$ cat config.mk
export PLATFORM = sky130hd
export DESIGN_NAME = bus_arbiter_wb8
export DESIGN_NICKNAME = d
export VERILOG_FILES = /design/src/rtl/bus_arbiter_wb8.sv
export SDC_FILE = /design/constraint.sdc
export NUM_CORES = 1
export LEC_CHECK = 0
export CORE_MARGIN = 8
export CORE_UTILIZATION = 21
export CTS_BUF_LIST = sky130_fd_sc_hd__clkbuf_8
export DETAILED_ROUTE_END_ITERATION = 10
export GPL_ROUTABILITY_DRIVEN = 1
export PLACE_DENSITY_LB_ADDON = 0.08
export RECOVER_POWER = 100
export SETUP_SLACK_MARGIN = 0.02
export SYNTH_ARGS = -nofsm -noshare
export SYNTH_HDL_FRONTEND = slang
export SYNTH_SLANG_ARGS = --single-unit
$ cat constraint.sdc
create_clock -name I_wb_clk -period 1.9 [get_ports I_wb_clk]
set_clock_uncertainty 0.2 [all_clocks]
set_input_delay 0.285 -clock I_wb_clk [delete_from_list [all_inputs] [get_ports I_wb_clk]]
set_output_delay 0.285 -clock I_wb_clk [all_outputs]
set_load 0.02 [all_outputs]
$ cat src/rtl/bus_arbiter_wb8.sv
// bus_arbiter_wb8: two-master round-robin arbiter in front of the shared 8-bit
// Wishbone slave bus. M0 is the spu32 CPU and M1 is the DMA/debug master. A grant
// lasts for the whole CYC of its owner. Between owners there is always one IDLE cycle.
// Optional feature macro: BUS_ARB_TIMEOUT_EN adds a watchdog and the O_timeout port.
// The watchdog ends transfers that a slave never acknowledges, using the
// TIMEOUT / TIMEOUT_DAT parameters.
module bus_arbiter_wb8
#(
    parameter int         TIMEOUT     = 64,
    parameter logic [7:0] TIMEOUT_DAT = 8'hFF
)
(
    input  logic        I_wb_clk,
    input  logic        I_reset,
    input  logic [1:0]  I_m_cyc,
    input  logic [1:0]  I_m_stb,
    input  logic [1:0]  I_m_we,
    input  logic [63:0] I_m_adr,
    input  logic [15:0] I_m_dat,
    output logic [7:0]  O_m_dat,
    output logic [1:0]  O_m_ack,
    output logic [1:0]  O_m_stall,
    output logic        O_s_cyc,
    output logic        O_s_stb,
    output logic        O_s_we,
    output logic [31:0] O_s_adr,
    output logic [7:0]  O_s_dat,
    input  logic [7:0]  I_s_dat,
    input  logic        I_s_ack,
    input  logic        I_s_stall,
    output logic [1:0]  O_grant
`ifdef BUS_ARB_TIMEOUT_EN
    ,
    output logic        O_timeout
`endif
);

    typedef enum logic [1:0] {
        IDLE = 2'b00,
        OWN0 = 2'b01,
        OWN1 = 2'b10
    } state_t;

    state_t state_q, state_d;
    logic   lastOwner_q, lastOwner_d;
    logic   pending_q, pending_d;

    logic        owning;
    logic        ownerIdx;
    logic        selCyc;
    logic        selStb;
    logic        selWe;
    logic [31:0] selAdr;
    logic [7:0]  selDat;
    logic        xferDone;
    logic        ackOut;

`ifdef BUS_ARB_TIMEOUT_EN
    localparam logic [7:0] TIMEOUT_LAST = 8'(TIMEOUT - 1);

    logic [7:0] count_q, count_d;
    logic       timeoutFire;
`endif

    // The owner's request signals, picked out by the registered state.
    always_comb begin
        owning   = (state_q != IDLE);
        ownerIdx = (state_q == OWN1);
        selCyc   = I_m_cyc[ownerIdx];
        selStb   = I_m_stb[ownerIdx];
        selWe    = I_m_we[ownerIdx];
        selAdr   = ownerIdx ? I_m_adr[63:32] : I_m_adr[31:0];
        selDat   = ownerIdx ? I_m_dat[15:8] : I_m_dat[7:0];
    end

`ifdef BUS_ARB_TIMEOUT_EN
    // The watchdog completes a stuck transfer, unless the slave acks on that same cycle.
    // An ack that arrives while nothing is pending is dropped.
    always_comb begin
        timeoutFire = pending_q & ~I_s_ack & (count_q == TIMEOUT_LAST);
        ackOut      = (pending_q & I_s_ack) | timeoutFire;
        xferDone    = ackOut;
        O_timeout   = owning & timeoutFire;
    end
`else
    // Without the watchdog, the slave ack is the only way a transfer completes.
    always_comb begin
        ackOut   = I_s_ack;
        xferDone = I_s_ack;
    end
`endif

    // Route the owner onto the slave bus. Everyone else sees stall.
    // While a transfer is pending, the owner is stalled so it cannot issue a second strobe.
    always_comb begin
        O_s_cyc   = 1'b0;
        O_s_stb   = 1'b0;
        O_s_we    = 1'b0;
        O_s_adr   = 32'd0;
        O_s_dat   = 8'd0;
        O_m_ack   = 2'b00;
        O_m_stall = 2'b11;
        O_m_dat   = I_s_dat;
        if (owning) begin
            O_s_cyc             = selCyc;
            O_s_stb             = selStb & ~pending_q;
            O_s_we              = selWe;
            O_s_adr             = selAdr;
            O_s_dat             = selDat;
            O_m_stall[ownerIdx] = pending_q | I_s_stall;
            O_m_ack[ownerIdx]   = ackOut;
`ifdef BUS_ARB_TIMEOUT_EN
            if (timeoutFire) begin
                O_m_dat = TIMEOUT_DAT;
            end
`endif
        end
    end

    // Round-robin ownership and single-transfer pending tracking.
    // If the owner drops CYC, the state goes to IDLE and any outstanding ack is forgotten.
    always_comb begin
        state_d     = state_q;
        lastOwner_d = lastOwner_q;
        pending_d   = pending_q;
        case (state_q)
            IDLE: begin
                pending_d = 1'b0;
                if (&I_m_cyc) begin
                    state_d = lastOwner_q ? OWN0 : OWN1;
                end else if (I_m_cyc[0]) begin
                    state_d = OWN0;
                end else if (I_m_cyc[1]) begin
                    state_d = OWN1;
                end
            end
            OWN0, OWN1: begin
                if (!selCyc) begin
                    state_d     = IDLE;
                    lastOwner_d = ownerIdx;
                    pending_d   = 1'b0;
                end else if (pending_q) begin
                    if (xferDone) begin
                        pending_d = 1'b0;
                    end
                end else if (selStb && !I_s_stall) begin
                    pending_d = 1'b1;
                end
            end
            default: begin
                state_d   = IDLE;
                pending_d = 1'b0;
            end
        endcase
    end

`ifdef BUS_ARB_TIMEOUT_EN
    // The watchdog counter runs only while the same transfer stays pending.
    always_comb begin
        count_d = (pending_q && pending_d) ? count_q + 8'd1 : 8'd0;
    end
`endif

    // State registers with synchronous reset. M0 wins the first tie.
    always_ff @(posedge I_wb_clk) begin
        if (I_reset) begin
            state_q     <= IDLE;
            lastOwner_q <= 1'b1;
            pending_q   <= 1'b0;
`ifdef BUS_ARB_TIMEOUT_EN
            count_q     <= 8'd0;
`endif
        end else begin
            state_q     <= state_d;
            lastOwner_q <= lastOwner_d;
            pending_q   <= pending_d;
`ifdef BUS_ARB_TIMEOUT_EN
            count_q     <= count_d;
`endif
        end
    end

    assign O_grant = state_q;

endmodule
==> flow_summary.json, run 1 <==
{
  "crit_arrival_ps": 1490,
  "routabilityCongestion": 0.749,
  "layout_setup_ws_ps": -75.3,
  "final_common_cell": "clkdlybuf4s50_1",
  "maxCapViolCount": 0,
  "die_area_um2": 7180,
  "syn-cell-area_um2": 992,
  "critical_path_class": "reg2out",
  "grt_max_degree": 23,
  "worstPathRequired_ps": 1410,
  "synth_fp_nets": 236,
  "die_x_um": 84.7,
  "area_growth_pct": 168,
  "core_area_um2": 4630,
  "syn-mean-instance-area_um2": 7.35,
  "dp_hpwl_um": 4280,
  "io-pin-count": 155,
  "ys_warn_count": 0,
  "async_flop_share_pct": 0,
  "hold_viol_final": 0,
  "clock_path_buffers": 2,
  "io_buffer_count": 138,
  "post-route-drc-count": 0,
  "dpl-instance-area_um2": 2540,
  "p_per_area_nw_per_um2": 784,
  "fin_area_um2": 2660,
  "final_cell_mix": "clkdlybuf4s50_1, nor2_1, buf_4",
  "cts_buffers": 3,
  "cts_sinks": 4,
  "cts.reportedPaths.clkPinSlew_ps": 30,
  "drtIter0Drc": 43,
  "fin_crit_sh_pct": 104,
  "root_buffer": "clkbuf_8",
  "cts_hold_buffers": 0,
  "cp-end-kind": "primary output",
  "clk_latency_ps": 220,
  "ant_nets": 0,
  "fp-row-count": 25,
  "cts.htree.levels": 1,
  "initial_utilization_pct": 21.4,
  "synth-seq-cells": 4,
  "drive_above_1_share_pct": 33.8,
  "failed_checks": "negative setup slack",
  "vias": 1493,
  "synth-edff-count": 0,
  "grt_util_all_layers_pct": 14.1,
  "grt_pass1_vias": 1599,
  "firstDrtPassIters": 4,
  "cp_max_fo": 6,
  "antenna_found_initial": 0,
  "peakVddDrop_v": 0.000419,
  "slew_headroom_pct": 83.3,
  "status": "finished with violations",
  "vias_per_cell": 4.38,
  "grt_overflow_total": 0,
  "wire_per_inst_um": 15.8,
  "cts_tree": "done",
  "nNetsFinal": 390,
  "dp_slack_ps": -389,
  "fmax_mhz": 506,
  "start_kind": "register",
  "hold_class": "reg2reg",
  "drv_slew": 0,
  "layout_min_cycle_time_ps": 1980,
  "power.leakage_nw": 1.13,
  "rsz0062_at_grt": "true",
  "grt_pass1_wl_um": 8220,
  "worst_slew_pin_slew_ps": 249,
  "routed_wl_um": 5380,
  "netlist_instances": 135,
  "ys_seq_area_share_pct": 8.07,
  "die_height_um": 84.7,
  "synth_ff_type": "dfxtp_1",
  "n_antenna_cell": 0,
  "synth_cell_types": 26,
  "setup_viol": 42
}
cell type report:
class                   instances  area [µm²]
inverters                       3        13.8
flip-flops and latches          4        85.1
repair buffers                167        1590
well taps                      54        67.6
clock buffers                   3        41.3
fillers                       442        1970
multi-input cells             110         857
what timing repair did:
action | in CTS | in global routing
resized for setup | 221 | 24
setup buffers | 4 | 1
endpoints found under the hold margin | 0 | 0
cloned | 2 | 2
pin swaps | 2 | 7
setup endpoints to repair | 48 | 48
final timing paths:
| kind | startpoint | end | slack (ps) | cells after the start |
|---|---|---|---|---|
| setup / recovery | O_grant[0]$_SDFFE_PP0P_ | O_s_dat[0] | -80 | 7 |
| hold / removal | O_grant[0]$_SDFFE_PP0P_ | O_grant[0]$_SDFFE_PP0P_ | 360 | 2 |
| setup reg to reg | O_grant[0]$_SDFFE_PP0P_ | O_grant[1]$_SDFFE_PP0P_ | 40 | 6 |
| hold reg to reg | O_grant[0]$_SDFFE_PP0P_ | O_grant[0]$_SDFFE_PP0P_ | 360 | 2 |
registers in the layout, summed over array words and instances (netlist names):
signal,count
O_grant,2
pending_q,1
lastOwner_q,1
power breakdown:
| group | internal, mW | switching [mW] | leakage, nW | total (mW) |
|---|---|---|---|---|
| sequential | 0.102 | 0.0143 | 0.0338 | 0.117 |
| clock | 0.136 | 0.0510 | 0.0216 | 0.187 |
| combinational | 0.941 | 0.838 | 1.07 | 1.78 |
critical path, cell delays in order, from the launching register on:
cell     delay [ps]
dfxtp_2         320
inv_4            90
ha_4            190
buf_6           130
buf_12          120
mux2i_2         200
nor2_1           60
buf_4           150
routing by layer:
| layer | global-route usage, % | share of wire [%] | up-vias | routed length (µm) |
|---|---|---|---|---|
| li1 | - | - | 762 | - |
| met1 | 13.9 | 38 | 634 | 2030 |
| met2 | 24.4 | 48 | 89 | 2600 |
| met3 | 7.71 | 12 | 8 | 637 |
| met4 | 5.02 | 2.0 | 0 | 110 |
| met5 | 0 | 0 | - | 0 |
kinds of logic after synthesis:
family	after synthesis	synth area share [%]
AOI/OAI and AO/OA	8	7.69
adders and majority gates	3	3.78
buffers and inverters	21	11.9
DFF	4	8.07
muxes	44	44.9
and+or+nand+nor	55	23.7
cells in the mapped netlist (2+ instances only):
| master | n | share of area (%) |
|---|---|---|
| nand2b_1 | 3 | 1.9 |
| dfxtp_1 | 4 | 8.1 |
| clkbuf_1 | 3 | 1.1 |
| mux2i_1 | 42 | 42 |
| buf_4 | 9 | 6.8 |
| nor2_1 | 46 | 17 |
| buf_1 | 2 | 0.76 |
| ha_1 | 3 | 3.8 |
| inv_1 | 3 | 1.1 |
| buf_2 | 4 | 2.0 |
stage by stage:
step | instances | util, % | TNS, ps | power, mW | hold WS, ps
floorplan | 135 | - | -1690 | 0.958 | 161
global placement | 329 | 54.8 | -12890 | 1.81 | 362
detailed placement | 329 | 54.8 | -13030 | 1.80 | 350
CTS | 338 | 54.8 | -1240 | 1.99 | 329
global route | 341 | 57.4 | -5640 | 2.23 | 370
finish | 341 | 57.4 | -1820 | 2.08 | 359
Power figures use the tool's default switching activity.
==> run 2: changes to the inputs <==
- CORE_MARGIN: 8 -> 4
- TNS_END_PERCENT: not set -> 30
==> flow_summary.json, run 2 (synthesized netlist as in run 1, its figures left out) <==
{
  "status": "finished with violations",
  "failed_checks": "negative setup slack",
  "cts.htree.levels": 1,
  "n_antenna_cell": 0,
  "die_x_um": 76.7,
  "dp_hpwl_um": 3950,
  "grt_util_all_layers_pct": 15.6,
  "grt_pass1_vias": 1515,
  "nNetsFinal": 384,
  "ant_nets": 0,
  "crit_arrival_ps": 1470,
  "cts_tree": "done",
  "die_area_um2": 5890,
  "power.leakage_nw": 1.08,
  "drv_slew": 0,
  "initial_utilization_pct": 22.2,
  "drive_above_1_share_pct": 32.7,
  "area_growth_pct": 158,
  "start_kind": "register",
  "cp_max_fo": 4,
  "p_per_area_nw_per_um2": 774,
  "core_area_um2": 4470,
  "grt_pass1_wl_um": 7510,
  "cts_buffers": 3,
  "final_cell_mix": "clkdlybuf4s50_1, nor2_1, mux2i_1",
  "fin_crit_sh_pct": 103,
  "firstDrtPassIters": 4,
  "cts_sinks": 4,
  "maxCapViolCount": 0,
  "cts.reportedPaths.clkPinSlew_ps": 30,
  "io-pin-count": 155,
  "clk_latency_ps": 220,
  "routabilityCongestion": 0.736,
  "vias": 1494,
  "fmax_mhz": 510,
  "final_core_util_pct": 57.3,
  "die_height_um": 76.7,
  "antenna_found_initial": 0,
  "cp-end-kind": "primary output",
  "peakVddDrop_v": 0.000473,
  "grt_overflow_total": 0,
  "layout_min_cycle_time_ps": 1960,
  "io_buffer_count": 138,
  "dpl-instance-area_um2": 2510,
  "layout_setup_ws_ps": -59.7,
  "routed_wl_um": 4880,
  "fin_area_um2": 2560,
  "fp-row-count": 24,
  "hold_class": "reg2reg",
  "hold_viol_final": 0,
  "slew_headroom_pct": 78.6,
  "grt_max_degree": 20,
  "root_buffer": "clkbuf_8",
  "post-route-drc-count": 0,
  "setup_viol": 44,
  "drtIter0Drc": 10,
  "final_common_cell": "clkdlybuf4s50_1",
  "wire_per_inst_um": 14.6,
  "largest_reg_flops": 2,
  "worstPathRequired_ps": 1410,
  "critical_path_class": "reg2out",
  "vias_per_cell": 4.49,
  "worst_slew_pin_slew_ps": 313,
  "clock_path_buffers": 2,
  "rsz0062_at_grt": "true"
}
run 2: changes by cell type in the layout (fill, tap and decap cells not counted), sizes merged:
cell	before	now
buf	73	66
dlygate4sd3	0	1
run 2: metal layers:
| layer | vias up | track usage (%) | share of wire (%) |
|---|---|---|---|
| met5 | - | 0 | 0 |
| met4 | 0 | 3.08 | 0.82 |
| met3 | 6 | 6.56 | 12 |
| met2 | 83 | 30.2 | 52 |
| met1 | 653 | 15.3 | 35 |
| li1 | 752 | - | - |
run 2: repair_timing:
item | 4_1_cts | 5_1_grt
endpoints found under the setup margin | 48 | 47
gates cloned | 3 | 1
resized for setup | 214 | 29
pin swaps | 1 | 6
buffers inserted | 2 | 4
hold endpoints to repair | 0 | 0
hold buffers | 0 | 0
run 2: worst paths after layout:
check	slack, ps	endpoint	cells past startpoint	startpoint
max	-60	O_m_stall[1]	4	O_grant[0]$_SDFFE_PP0P_
min	340	O_grant[0]$_SDFFE_PP0P_	2	O_grant[0]$_SDFFE_PP0P_
max reg2reg	-20	O_grant[1]$_SDFFE_PP0P_	6	O_grant[0]$_SDFFE_PP0P_
min reg2reg	340	O_grant[0]$_SDFFE_PP0P_	2	O_grant[0]$_SDFFE_PP0P_
run 2: layout make-up:
type	count	area, µm²
Fill cell	438	1910
Timing Repair Buffer	161	1500
Multi-Input combinational cell	110	857
Sequential cell	4	85.1
Tap cell	52	65.1
Clock buffer	3	41.3
Inverter	3	13.8
run 2: per-stage QoR:
step                      worst slack, ps  instances  hold WS (ps)  total power, mW  TNS [ps]
after floorplan                     -41.9        135           161            0.958     -1690
after global placement               -365        324           323             1.79    -13500
after detailed placement             -371        324           328             1.78    -14970
after CTS                            -126        332           317             1.98     -1930
after global routing                 -127        333           354             2.12     -4180
final                               -59.7        333           336             1.99     -1070
run 2: power by group:
part	internal [mW]	switching, mW
sequential	0.103	0.0150
clock	0.135	0.0469
combinational	0.868	0.817
total	1.11	0.879
run 2: critical path, stage by stage (launching register included):
cell and delay [ps]:
dfxtp_2 320, inv_4 90, ha_1 230, or4b_4 480
buf_6 140
